===== config.mk =====
export PLATFORM = sky130hd
export DESIGN_NAME = gfx_pattern_gen
export DESIGN_NICKNAME = d
export VERILOG_FILES = /design/src/rtl/gfx_pattern_pkg.sv /design/src/rtl/gfx_raster_counter.sv /design/src/rtl/gfx_pattern_gen.sv
export SDC_FILE = /design/constraint.sdc
export NUM_CORES = 1
export LEC_CHECK = 0
export CORE_MARGIN = 5
export CORE_UTILIZATION = 39
export CTS_BUF_LIST = sky130_fd_sc_hd__clkbuf_2 sky130_fd_sc_hd__clkbuf_4 sky130_fd_sc_hd__clkbuf_8
export DETAILED_ROUTE_END_ITERATION = 12
export PLACE_DENSITY = 0.59
export SKIP_LAST_GASP = 1
export SLEW_MARGIN = 20
export SYNTH_ARGS = -nofsm -noshare
export SYNTH_HDL_FRONTEND = slang
export SYNTH_SLANG_ARGS = --single-unit

===== constraint.sdc =====
create_clock -name clk -period 4.3 [get_ports clk]
set_input_delay 1.29 -clock clk [delete_from_list [all_inputs] [get_ports clk]]
set_output_delay 1.29 -clock clk [all_outputs]
set_load 0.01 [all_outputs]

===== src/rtl/gfx_pattern_pkg.sv =====
// Shared types and constants for the gfx pattern generator and its raster counter.
package gfx_pattern_pkg;

  typedef enum logic [1:0] {
    MODE_SOLID   = 2'd0,
    MODE_HGRAD   = 2'd1,
    MODE_CHECKER = 2'd2,
    MODE_BARS    = 2'd3
  } mode_t;

  typedef enum logic {
    IDLE = 1'b0,
    RUN  = 1'b1
  } state_t;

  localparam int unsigned NUM_BARS     = 8;
  localparam int unsigned BAR_IDX_BITS = 3;

endpackage


===== src/rtl/gfx_raster_counter.sv =====
// Raster position tracker: x/y coordinates, colour-bar index and a registered
// end-of-frame flag. Next-state values are exported so the parent can register
// colour in the same cycle as the coordinates.
module gfx_raster_counter
  import gfx_pattern_pkg::*;
#(
  parameter int unsigned FB_WIDTH  = 640,
  parameter int unsigned FB_HEIGHT = 480,
  parameter int unsigned X_BITS    = $clog2(FB_WIDTH),
  parameter int unsigned Y_BITS    = $clog2(FB_HEIGHT)
) (
  input  logic                    clk,
  input  logic                    reset,
  input  logic                    clear,
  input  logic                    advance,
  output logic [X_BITS-1:0]       x,
  output logic [Y_BITS-1:0]       y,
  output logic                    last,
  output logic [X_BITS-1:0]       x_nxt_c,
  output logic [Y_BITS-1:0]       y_nxt_c,
  output logic [BAR_IDX_BITS-1:0] bar_nxt_c
);

  // Bars are BAR_W pixels wide; a pixel counter replaces a divider.
  localparam int unsigned BAR_W        = ((FB_WIDTH / NUM_BARS) == 0) ? 1 : (FB_WIDTH / NUM_BARS);
  localparam int unsigned BAR_CNT_BITS = (BAR_W > 1) ? $clog2(BAR_W) : 1;

  localparam logic [X_BITS-1:0]       X_MAX       = X_BITS'(FB_WIDTH - 1);
  localparam logic [Y_BITS-1:0]       Y_MAX       = Y_BITS'(FB_HEIGHT - 1);
  localparam logic [BAR_CNT_BITS-1:0] BAR_CNT_MAX = BAR_CNT_BITS'(BAR_W - 1);
  localparam logic [BAR_IDX_BITS-1:0] BAR_MAX     = BAR_IDX_BITS'(NUM_BARS - 1);

  logic [BAR_IDX_BITS-1:0] bar;
  logic [BAR_CNT_BITS-1:0] bar_cnt;
  logic [BAR_CNT_BITS-1:0] bar_cnt_nxt;
  logic                    last_nxt;

  // Next raster position: clear wins, otherwise step on advance, else hold.
  always_comb begin
    x_nxt_c     = x;
    y_nxt_c     = y;
    bar_nxt_c   = bar;
    bar_cnt_nxt = bar_cnt;
    if (clear) begin
      x_nxt_c     = '0;
      y_nxt_c     = '0;
      bar_nxt_c   = '0;
      bar_cnt_nxt = '0;
    end else if (advance) begin
      if (x == X_MAX) begin
        x_nxt_c     = '0;
        bar_nxt_c   = '0;
        bar_cnt_nxt = '0;
        y_nxt_c     = (y == Y_MAX) ? '0 : y + Y_BITS'(1);
      end else begin
        x_nxt_c = x + X_BITS'(1);
        if (bar_cnt == BAR_CNT_MAX) begin
          bar_cnt_nxt = '0;
          if (bar != BAR_MAX) begin
            bar_nxt_c = bar + BAR_IDX_BITS'(1);
          end
        end else begin
          bar_cnt_nxt = bar_cnt + BAR_CNT_BITS'(1);
        end
      end
    end
    last_nxt = (x_nxt_c == X_MAX) && (y_nxt_c == Y_MAX);
  end

  // Position registers.
  always_ff @(posedge clk) begin
    if (reset) begin
      x       <= '0;
      y       <= '0;
      bar     <= '0;
      bar_cnt <= '0;
      last    <= 1'b0;
    end else begin
      x       <= x_nxt_c;
      y       <= y_nxt_c;
      bar     <= bar_nxt_c;
      bar_cnt <= bar_cnt_nxt;
      last    <= last_nxt;
    end
  end

endmodule


===== src/rtl/gfx_pattern_gen.sv =====
// Multi-mode pixel-stream source: emits raster frames of (x, y, color, last)
// beats on a pvalid/pready handshake, with optional back-to-back frame repeat.
// Optional build macro GFX_PATTERN_GEN_ANIMATE_EN: offsets the gradient and
// checker patterns by the frame count for a one-pixel-per-frame scroll.
module gfx_pattern_gen
  import gfx_pattern_pkg::*;
#(
  parameter int unsigned              FB_WIDTH    = 640,
  parameter int unsigned              FB_HEIGHT   = 480,
  parameter int unsigned              PIXEL_BITS  = 12,
  parameter logic [PIXEL_BITS-1:0]    SOLID_COLOR = PIXEL_BITS'(12'hF00),
  parameter int unsigned              CHECK_SHIFT = 3,
  localparam int unsigned             COLOR_BITS  = PIXEL_BITS / 3,
  localparam int unsigned             FB_X_BITS   = $clog2(FB_WIDTH),
  localparam int unsigned             FB_Y_BITS   = $clog2(FB_HEIGHT)
) (
  input  logic                  clk,
  input  logic                  reset,
  input  mode_t                 mode,
  input  logic                  start,
  input  logic                  repeat_en,
  input  logic                  pready,
  output logic                  pvalid,
  output logic [FB_X_BITS-1:0]  x,
  output logic [FB_Y_BITS-1:0]  y,
  output logic [PIXEL_BITS-1:0] color,
  output logic                  last,
  output logic                  busy,
  output logic                  frame_done
);

  state_t                  state;
  mode_t                   mode_q;
  logic [FB_X_BITS-1:0]    frame_cnt;

  logic                    fire_c;
  logic                    last_fire_c;
  logic                    clear_c;
  logic                    frame_start_c;
  logic                    run_nxt_c;
  mode_t                   mode_nxt_c;
  logic [FB_X_BITS-1:0]    frame_cnt_nxt_c;
  logic [FB_X_BITS-1:0]    x_nxt_c;
  logic [FB_Y_BITS-1:0]    y_nxt_c;
  logic [BAR_IDX_BITS-1:0] bar_nxt_c;
  logic [FB_X_BITS-1:0]    xe_c;
  logic [COLOR_BITS-1:0]   grad_c;
  logic                    chk_c;
  logic [BAR_IDX_BITS-1:0] bar_k_c;
  logic [PIXEL_BITS-1:0]   color_nxt_c;

  assign fire_c          = pvalid && pready;
  assign last_fire_c     = fire_c && last;
  assign clear_c         = (state == IDLE) && start;
  assign frame_start_c   = clear_c || (last_fire_c && repeat_en);
  assign run_nxt_c       = (state == IDLE) ? start : !(last_fire_c && !repeat_en);
  assign mode_nxt_c      = frame_start_c ? mode : mode_q;
  assign frame_cnt_nxt_c = last_fire_c ? frame_cnt + FB_X_BITS'(1) : frame_cnt;

  gfx_raster_counter #(
    .FB_WIDTH  (FB_WIDTH),
    .FB_HEIGHT (FB_HEIGHT),
    .X_BITS    (FB_X_BITS),
    .Y_BITS    (FB_Y_BITS)
  ) u_raster (
    .clk       (clk),
    .reset     (reset),
    .clear     (clear_c),
    .advance   (fire_c),
    .x         (x),
    .y         (y),
    .last      (last),
    .x_nxt_c   (x_nxt_c),
    .y_nxt_c   (y_nxt_c),
    .bar_nxt_c (bar_nxt_c)
  );

  // Effective x for the position-derived patterns.
`ifdef GFX_PATTERN_GEN_ANIMATE_EN
  assign xe_c = x_nxt_c + frame_cnt_nxt_c;
`else
  assign xe_c = x_nxt_c;
`endif

  // Colour of the next beat, computed from next-cycle coordinates and mode.
  always_comb begin
    grad_c      = COLOR_BITS'({xe_c, COLOR_BITS'(0)} >> FB_X_BITS);
    chk_c       = (|((xe_c >> CHECK_SHIFT) & FB_X_BITS'(1))) ^
                  (|((y_nxt_c >> CHECK_SHIFT) & FB_Y_BITS'(1)));
    bar_k_c     = ~bar_nxt_c;
    color_nxt_c = '0;
    case (mode_nxt_c)
      MODE_SOLID:   color_nxt_c = SOLID_COLOR;
      MODE_HGRAD:   color_nxt_c = {grad_c, grad_c, grad_c};
      MODE_CHECKER: color_nxt_c = {PIXEL_BITS{chk_c}};
      MODE_BARS:    color_nxt_c = {{COLOR_BITS{bar_k_c[2]}}, {COLOR_BITS{bar_k_c[1]}},
                                   {COLOR_BITS{bar_k_c[0]}}};
      default:      color_nxt_c = '0;
    endcase
  end

  // Frame FSM with registered handshake, status and colour outputs.
  always_ff @(posedge clk) begin
    if (reset) begin
      state      <= IDLE;
      pvalid     <= 1'b0;
      busy       <= 1'b0;
      frame_done <= 1'b0;
      color      <= '0;
      mode_q     <= MODE_SOLID;
      frame_cnt  <= '0;
    end else begin
      frame_done <= last_fire_c;
      frame_cnt  <= frame_cnt_nxt_c;
      mode_q     <= mode_nxt_c;
      color      <= run_nxt_c ? color_nxt_c : '0;
      case (state)
        IDLE: begin
          if (start) begin
            state  <= RUN;
            pvalid <= 1'b1;
            busy   <= 1'b1;
          end
        end
        RUN: begin
          if (last_fire_c && !repeat_en) begin
            state  <= IDLE;
            pvalid <= 1'b0;
            busy   <= 1'b0;
          end
        end
        default: state <= IDLE;
      endcase
    end
  end

endmodule


==> results of run 1 <==
worst register-to-register path: stages, from the launching register on:
cell	delay [ns]
dfxtp_1	0.48
ha_1	0.28
nand2_1	0.15
nor4_2	0.41
buf_4	0.22
nand4_1	0.15
o311ai_0	0.53
nand3_1	0.17
nor4_2	0.16
final timing paths:
check,to,cells past startpoint,start,slack (ns)
hold / removal,u_raster.bar_cnt[1],2,u_raster.bar_cnt[1],0.50
setup reg to reg,u_raster.last,8,u_raster.x[0],1.68
setup / recovery,u_raster.last,7,pready,0.86
hold reg to reg,u_raster.bar_cnt[1],2,u_raster.bar_cnt[1],0.50
layout make-up:
cell class                 instances  area share [%]
tap                               72           3.233
inverter                           4          0.5388
clock inverter                     2          0.5837
multi-input combinational        190           43.65
sequential                        47           33.77
clock buffer                       6           2.964
timing repair buffer              43           15.27
cell usage in the layout, fill, tap and decap left out, types with 3 or more instances in the layout:
| cell | count |
|---|---|
| o21ai_0 | 5 |
| nand4_1 | 8 |
| nor4_1 | 3 |
| nor3_1 | 8 |
| dfxtp_1 | 47 |
| and2_1 | 3 |
| nor2_1 | 29 |
| mux2i_1 | 7 |
| xnor2_1 | 6 |
| clkdlybuf4s50_1 | 41 |
| a21oi_1 | 23 |
| clkbuf_8 | 6 |
| nand3_1 | 4 |
| ha_1 | 4 |
| nor3b_1 | 4 |
| nand2_1 | 27 |
| xor2_1 | 10 |
| nor2b_1 | 7 |
| inv_1 | 4 |
| and3_1 | 4 |
| or3_1 | 3 |
logic make-up (layout without fill, tap and decap cells):
group                      after synthesis  count (layout)  share of synthesized area [%]
and+or+nand+nor                        120             120                          30.42
muxes                                    8               8                          3.662
DFF                                     47              47                          42.37
adders and majority gates                4               4                          2.254
AOI/OAI and AO/OA                       41              41                          11.10
xor gates and xnor gates                17              17                          7.324
buffers and inverters                   11              55                          2.873
where the power goes:
part / internal [mW] / switching, mW
registers: 0.443 / 0.00596
clock network: 0.131 / 0.157
logic: 0.0287 / 0.0357
flip-flops by register name, indices dropped and copies added, names as in the netlist:
name / flops
u_raster.bar_cnt: 7
color: 12
state: 1
frame_done: 1
u_raster.bar: 3
u_raster.last: 1
busy: 1
u_raster.x: 10
mode_q: 2
u_raster.y: 9
through the flow:
stage / power (mW) / utilization [%]
6_report: 0.8014 / 50.60
5_1_grt: 0.8296 / 50.60
4_1_cts: 0.8048 / 50.60
3_5_place_dp: 0.5231 / 48.81
3_3_place_gp: 0.5233 / 48.81
2_1_floorplan: 0.4950 / -
layer usage:
layer	GRT usage (%)	up-vias	routed length, µm
met5	0	-	0
met1	22.53	901	2751
met4	3.885	0	55
met2	22.10	41	2260
met3	3.398	6	254
li1	-	969	-
==> qor.txt, run 1 <==
Die H = 85.46 µm
CORE AREA = 5507 µm²
Worst Path Required = 4.52 ns
number of global-route vias before repair = 1856
DR pass1 iterations = 6
Worst Skew = 0.008839 ns
Non-Filler Instances = 364
Layout Nets = 302
setup bufs post-CTS = 0
total CTS buffers = 5
RePlAce Congestion = 0.8507
clk_lat worst skew = 0.31 ns
fin crit share = 80.09%
synth warn = 0
Area Overhead vs Synth = 25.46%
Ports = 42
CP Data Arrival Time = 3.66 ns
Worst path max stage delay = 0.66 ns
synth cell count leaders = 47 x dfxtp_1, 29 x nor2_1, 27 x nand2_1, 23 x a21oi_1, 10 x xor2_1
Power Dens Cells = 287.6 nW/µm²
Main synth FF type = dfxtp_1
run status = complete, no violations
max-slew violation count = 0
Place WS = 0.5805 ns
root cell of the clock tree = clkbuf_8
layout cells sized above 1 = 8.219%
mapped cell area = 2221 µm²
Async SR Flop Fraction = 0%
Setup crit end kind = flop
largest cells by area after synthesis = dfxtp_1 42%, a21oi_1 5.2%, nor2_1 4.9%, nand2_1 4.6%, xor2_1 3.9%
RSZ-0062 raised after global routing = false
count leader, synth = dfxtp_1
worst slew pin tran = 0.6933 ns
CTS max path bufs = 2
synth unique cells = 52
FF+latch area = 940.9 µm²
top cell type by total area after synthesis = dfxtp_1
Setup violations, final = 0
Placed Cells = 356
Crit path buffers/inverters = 1
initial antenna violation count = 0
CP cell instances = clkdlybuf4s50_1 > and2_1 > and4_1 > xnor2_1 > nor4_1 > or4b_2 > nor4_2
delay-heaviest family, CP = simple AND/OR/NAND/NOR gates
n_diodes = 0
Tmin final = 3.444 ns
Fin Setup TNS = 0 ns
Max VDD drop = 0.0001502 V
Crit Path Class = in -> reg
placed cell area = 2688 µm²
cts hold-fix bufs = 0
first-pass GRT wire length = 8990 µm
drt initial violations = 119
DRC = 0
Synth Instances = 248
critical path's slowest cell = or4b_2
area of the multi-input gates = 1216 µm²
via count = 1917
# fillers = 534
Hold Crit Class = reg -> reg
max-cap violation count = 0
H-tree depth = 2
fin area = 2786 µm²
DP HPWL = 4001 µm
final WL = 5321 µm
Slew HR = 53.18%
drt wl/cell = 14.62 µm
CTS tree = done
post-CTS sizing = 0
CP Launch Type = input port
ANT nets after route = 0
DIE AREA = 7303 µm²
I/O Buffers = 41
via/cell ratio = 5.266
Max FO, Critical Path = 4
largest net degree at the start of global routing = 16
Post-synth EDFFs = 0
Seq/Total Area, Yosys = 42.37%
clock sinks = 47
synthesized flop and latch total = 47
Yosys top cell area share = 42.37%
P_leak = 0.9705 nW
min setup slack post-route = 0.8563 ns
top achievable clock speed = 0.2904 GHz
GRT Residual Overflow = 0
syn avg cell area = 8.955 µm²
clock slew at reported path FFs = 0.10 ns
hold slack final = 0.5048 ns
Initial Util = 40.33%
Synth Net Count = 259
die width = 85.46 µm
Hold Vio Cnt, Final = 0
Core Rows = 27
gr usage total = 15.19%
Note: power is estimated with default switching activity, not from simulation.
==> inputs of run 2 (changes only) <==
--- a/config.mk
+++ b/config.mk
@@ -9,7 +9,7 @@
 export CORE_UTILIZATION = 39
 export CTS_BUF_LIST = sky130_fd_sc_hd__clkbuf_2 sky130_fd_sc_hd__clkbuf_4 sky130_fd_sc_hd__clkbuf_8
 export DETAILED_ROUTE_END_ITERATION = 12
-export PLACE_DENSITY = 0.59
+export PLACE_DENSITY = 0.61
 export SKIP_LAST_GASP = 1
 export SLEW_MARGIN = 20
 export SYNTH_ARGS = -nofsm -noshare
==> constraint.sdc (replaced) <==
create_clock -name clk -period 3 [get_ports clk]
set_input_delay 0.9 -clock clk [delete_from_list [all_inputs] [get_ports clk]]
set_output_delay 0.9 -clock clk [all_outputs]
set_load 0.01 [all_outputs]
==> qor.txt, run 2 (synthesized netlist as in run 1, its figures left out) <==
run status = complete, no violations (unchanged)
max reg flops = 12 (unchanged)
Switching Share = 22.33% (was 24.78%)
initial antenna violation count = 0 (unchanged)
DIE AREA = 7303 µm² (unchanged)
Flop pwr share = 53.5% (was 56.0%)
I/O Buffers = 41 (unchanged)
DR pass1 iterations = 4 (was 6)
Top reg by flops = color (unchanged)
most frequent cells in the layout = 47 x dfxtp_1, 41 x clkdlybuf4s50_1, 29 x nor2_1 (unchanged)
clk_lat worst skew = 0.30 ns (was 0.31 ns)
logic gate share of total power = 9.0% (was 8.0%)
first-pass GRT wire length = 9246 µm (was 8990 µm)
Max VDD drop = 0.0002173 V (was 0.0001502 V)
via count = 1975 (was 1917)
fin crit share = 96.20%
worst min-delay path endpoint = u_raster.bar_cnt[1] (unchanged)
Place WS = -0.2460 ns (was 0.5805 ns)
DRC = 0 (unchanged)
total CTS buffers = 5 (unchanged)
top achievable clock speed = 0.3465 GHz
Max FO, Critical Path = 4 (unchanged)
Tmin final = 2.886 ns
Core Rows = 27 (unchanged)
Hold Vio Cnt, Final = 0 (unchanged)
DP HPWL = 4259 µm (was 4001 µm)
P_leak = 1.085 nW (was 0.9705 nW)
CP Data Arrival Time = 3.10 ns (was 3.66 ns)
r2r setup slk = 0.51 ns (was 1.68 ns)
Setup crit end kind = flop (unchanged)
Worst Skew = 0.008284 ns (was 0.008839 ns)
largest net degree at the start of global routing = 15 (was 16)
hold slack final = 0.4794 ns (was 0.5048 ns)
drt initial violations = 98 (was 119)
Crit Path Class = in -> reg (unchanged)
RSZ-0062 raised after global routing = false (unchanged)
worst reg2reg path endpoint = u_raster.last (unchanged)
via/cell ratio = 5.117 (was 5.266)
gr usage total = 15.60% (was 15.19%)
Slew HR = 55.16% (was 53.18%)
worst slew pin tran = 0.6639 ns (was 0.6933 ns)
die width = 85.46 µm (unchanged)
RePlAce Congestion = 0.8694 (was 0.8507)
GRT Residual Overflow = 0 (unchanged)
internal power = 0.9330 mW (was 0.6029 mW)
fin area = 2967 µm² (was 2786 µm²)
placed cell area = 2860 µm² (was 2688 µm²)
Worst path max stage delay = 0.68 ns (was 0.66 ns)
Clk pwr share = 37.4% (was 36.0%)
Worst R2R Path Depth = 7 (was 8)
Hold Crit Class = reg -> reg (unchanged)
commonest non-fill, non-tap cell in the layout = dfxtp_1 (unchanged)
CP cell instances = clkdlybuf4s50_1 > and2_1 > and3_1 > nand4_1 > xor2_1 > or4b_2 > nor4_2 (was clkdlybuf4s50_1 > and2_1 > and4_1 > xnor2_1 > nor4_1 > or4b_2 > nor4_2)
Non-Filler Instances = 386 (was 364)
Die H = 85.46 µm (unchanged)
CP Launch Type = input port (unchanged)
Worst Path Required = 3.21 ns (was 4.52 ns)
root cell of the clock tree = clkbuf_8 (unchanged)
n_diodes = 0 (unchanged)
CTS max path bufs = 2 (unchanged)
clock slew at reported path FFs = 0.09 ns (was 0.10 ns)
CTS tree = done (unchanged)
max-cap violation count = 0 (unchanged)
Initial Util = 40.33% (unchanged)
min-delay src = u_raster.bar_cnt[1] (unchanged)
layout cells sized above 1 = 14.65% (was 8.219%)
max-slew violation count = 0 (unchanged)
Placed Cells = 379 (was 356)
number of global-route vias before repair = 1902 (was 1856)
worst r2r src = u_raster.x[0] (unchanged)
Power Dens Cells = 404.9 nW/µm² (was 287.6 nW/µm²)
CORE AREA = 5507 µm² (unchanged)
critical path's slowest cell = or4b_2 (unchanged)
H-tree depth = 2 (unchanged)
clock sinks = 47 (unchanged)
drt wl/cell = 14.16 µm (was 14.62 µm)
final WL = 5466 µm (was 5321 µm)
hold path depth = 2 (unchanged)
Area Overhead vs Synth = 33.58% (was 25.46%)
cts hold-fix bufs = 0 (unchanged)
top flop regs = color: 12 flops, u_raster.x: 10 flops, u_raster.y: 9 flops (unchanged)
Layout Nets = 325 (was 302)
ANT nets after route = 0 (unchanged)
Ports = 42 (unchanged)
Setup violations, final = 0 (unchanged)
min setup slack post-route = 0.1139 ns (was 0.8563 ns)
Net Sw Power = 0.2683 mW (was 0.1986 mW)
Fin Setup TNS = 0 ns (unchanged)
==> run 2: cell count changes in the layout (fill, tap and decap cells not counted), sizes merged <==
cell | previous run | this run
bufinv | 0 | 1
clkinv | 1 | 0
buf | 2 | 25
clkbuf | 6 | 5
==> run 2: per-layer routing <==
metal  track usage (%)  part of all wire (%)  wire (µm)
met5                 0                     0          0
met4             4.317                   1.5         80
met3             3.398                   4.8        261
met2             23.31                    42       2317
met1             22.50                    51       2806
==> run 2: what timing repair did <==
item,CTS,global route
gates resized for setup,0,1
buffers inserted,0,0
setup endpoints to repair,0,1
==> run 2: critical path: cells and delay by family <==
family	cells	cell delay [ns]
simple gates	5	1.47
buf+inv	1	0.53
xor+xnor	1	0.19
==> run 2: power groups by stage <==
stage          registers, mW  logic (mW)  clock network, mW
2_1_floorplan          0.660      0.0498                  0
3_3_place_gp           0.658       0.109                  0
3_5_place_dp           0.658       0.109                  0
4_1_cts                0.643       0.109              0.464
5_1_grt                0.645       0.120              0.489
6_report               0.643       0.108              0.450
==> run 2: worst max path at each step <==
stage | startpoint | to
after floorplan | pready | u_raster.last
after detailed placement | pready | u_raster.last
after CTS | pready | u_raster.last
final | pready | u_raster.last
after global placement | pready | u_raster.last
after global routing | pready | u_raster.last
==> run 2: final cells by class <==
class                           instances  area [µm²]
Sequential cell                        47       940.9
Fill cell                             517        2540
Timing Repair Buffer                   66       598.1
Multi-Input combinational cell        190        1216
Tap cell                               72       90.09
Inverter                                4       15.01
Clock buffer                            5       68.82
Clock inverter                          2       37.54
==> run 2: metrics by stage <==
step	power, mW	util (%)
5_1_grt	1.254	53.87
4_1_cts	1.216	53.87
3_5_place_dp	0.7663	51.94
3_3_place_gp	0.7668	51.94
6_report	1.201	53.87
2_1_floorplan	0.7096	-
==> inputs of run 3 (changes only) <==
--- a/config.mk
+++ b/config.mk
@@ -7,7 +7,7 @@
 export LEC_CHECK = 0
 export CORE_MARGIN = 5
 export CORE_UTILIZATION = 39
-export CTS_BUF_LIST = sky130_fd_sc_hd__clkbuf_2 sky130_fd_sc_hd__clkbuf_4 sky130_fd_sc_hd__clkbuf_8
+export CTS_BUF_LIST = sky130_fd_sc_hd__clkbuf_16
 export DETAILED_ROUTE_END_ITERATION = 12
 export PLACE_DENSITY = 0.61
 export SKIP_LAST_GASP = 1
==> qor.txt, run 3 (synthesized netlist as in run 1, its figures left out) <==
drt initial violations = 129 (was 98)
Ports = 42 (unchanged)
min setup slack post-route = 0.1101 ns (was 0.1139 ns)
most frequent cells in the layout = 47 x dfxtp_1, 41 x clkdlybuf4s50_1, 29 x nor2_1 (unchanged)
clk_lat worst skew = 0.28 ns (was 0.30 ns)
Worst Path Required = 3.19 ns (was 3.21 ns)
Tmin final = 2.890 ns (was 2.886 ns)
met2 usage = 23.16% (was 23.31%)
RSZ-0062 raised after global routing = false (unchanged)
Area Overhead vs Synth = 36.11% (was 33.58%)
die width = 85.46 µm (unchanged)
Net Sw Power = 0.2796 mW (was 0.2683 mW)
Max FO, Critical Path = 5 (was 4)
Setup crit start = pready (unchanged)
layout cells sized above 1 = 14.65% (unchanged)
Top reg by flops = color (unchanged)
H-tree depth = 2 (unchanged)
CP Launch Type = input port (unchanged)
Switching Share = 20.59% (was 22.33%)
RePlAce Congestion = 0.8694 (unchanged)
Clk pwr share = 44.6% (was 37.4%)
gr usage total = 15.46% (was 15.60%)
cts hold-fix bufs = 0 (unchanged)
max-slew violation count = 0 (unchanged)
CTS tree = done (unchanged)
first-pass GRT wire length = 9135 µm (was 9246 µm)
placed cell area = 2860 µm² (unchanged)
DP HPWL = 4259 µm (unchanged)
max reg flops = 12 (unchanged)
clock slew at reported path FFs = 0.06 ns (was 0.09 ns)
busiest grt layer = met2 (unchanged)
Initial Util = 40.33% (unchanged)
logic gate share of total power = 8.0% (was 9.0%)
CP Data Arrival Time = 3.08 ns (was 3.10 ns)
setup bufs post-CTS = 0 (unchanged)
met3 Usage GRT = 3.689% (was 3.398%)
Power Dens Cells = 449.1 nW/µm² (was 404.9 nW/µm²)
min-delay src = u_raster.bar_cnt[1] (unchanged)
Layout Nets = 325 (unchanged)
fin crit share = 96.33% (was 96.20%)
Max VDD drop = 0.0002659 V (was 0.0002173 V)
CTS max path bufs = 2 (unchanged)
root cell of the clock tree = clkbuf_16 (was clkbuf_8)
I/O Buffers = 41 (unchanged)
final WL = 5426 µm (was 5466 µm)
worst r2r src = u_raster.x[0] (unchanged)
Hold Vio Cnt, Final = 0 (unchanged)
GRT Residual Overflow = 0 (unchanged)
Worst Skew = 0.006108 ns (was 0.008284 ns)
Total Power = 1.358 mW (was 1.201 mW)
Place WS = -0.2460 ns (unchanged)
worst slew pin tran = 0.6639 ns (about the same)
via/cell ratio = 5.114 (was 5.117)
internal power = 1.078 mW (was 0.9330 mW)
CORE AREA = 5507 µm² (unchanged)
DIE AREA = 7303 µm² (unchanged)
Hold Crit Class = reg -> reg (unchanged)
DRC = 0 (unchanged)
n_diodes = 0 (unchanged)
met1 GRT Util = 22.38% (was 22.50%)
Crit Path Class = in -> reg (unchanged)
run status = complete, no violations (unchanged)
clock sinks = 47 (unchanged)
post-CTS sizing = 0 (unchanged)
Flop pwr share = 47.4% (was 53.5%)
drt wl/cell = 14.06 µm (was 14.16 µm)
Die H = 85.46 µm (unchanged)
commonest non-fill, non-tap cell in the layout = dfxtp_1 (unchanged)
number of global-route vias before repair = 1876 (was 1902)
Fin Setup TNS = 0 ns (unchanged)
Core Rows = 27 (unchanged)
DR pass1 iterations = 4 (unchanged)
top flop regs = color: 12 flops, u_raster.x: 10 flops, u_raster.y: 9 flops (unchanged)
Setup violations, final = 0 (unchanged)
top achievable clock speed = 0.3460 GHz (was 0.3465 GHz)
# fillers = 516 (was 517)
ANT nets after route = 0 (unchanged)
P_leak = 1.110 nW (was 1.085 nW)
Final Core Density = 54.90% (was 53.87%)
max-cap violation count = 0 (unchanged)
initial antenna violation count = 0 (unchanged)
largest net degree at the start of global routing = 15 (unchanged)
fin area = 3023 µm² (was 2967 µm²)
via count = 1974 (was 1975)
Setup crit end kind = flop (unchanged)
total CTS buffers = 5 (unchanged)
Slew HR = 55.16% (unchanged)
[run 3: cell counts in the layout (fill, tap and decap cells not counted)]
No cell type changed its count.
[run 3: area by class of cell]
cell class	count	area, µm²	area share [%]
Timing Repair Buffer	66	598.1	19.78
Tap cell	72	90.09	2.980
Clock buffer	5	125.1	4.139
Inverter	4	15.01	0.4967
Multi-Input combinational cell	190	1216	40.23
Sequential cell	47	940.9	31.13
Clock inverter	2	37.54	1.242
[run 3: worst max-delay path: stages]
cell and delay, ns:
clkdlybuf4s50_1 0.53, nand2_2 0.12, or4_4 0.60, nor3_4 0.21, mux2i_1 0.11, or3_1 0.37, nor4_2 0.25
[run 3: power by group through the flow]
stage / Sequential, mW / Combinational [mW] / Clock (mW)
floorplan: 0.660 / 0.0498 / 0
global placement: 0.658 / 0.109 / 0
detailed placement: 0.658 / 0.109 / 0
CTS: 0.644 / 0.109 / 0.624
global route: 0.645 / 0.119 / 0.655
finish: 0.644 / 0.109 / 0.605
[run 3: through the flow]
stage | hold slack (ns) | cells
after floorplan | 0.4519 | 248
after global placement | 0.4674 | 379
after detailed placement | 0.4723 | 379
after CTS | 0.4812 | 386
after global routing | 0.5164 | 386
final | 0.4760 | 386
[run 3: layer usage]
metal	routed length [µm]	vias to the layer above
li1	-	1013
met1	2757	907
met2	2374	52
met5	0	-
met3	264	2
met4	29	0
[run 3: path summary, 6_finish.rpt]
path	end	slack (ns)	depth (start not counted)
min reg2reg	u_raster.bar_cnt[1]	0.48	2
max	u_raster.last	0.11	7
max reg2reg	u_raster.last	0.50	7
min	u_raster.bar_cnt[1]	0.48	2
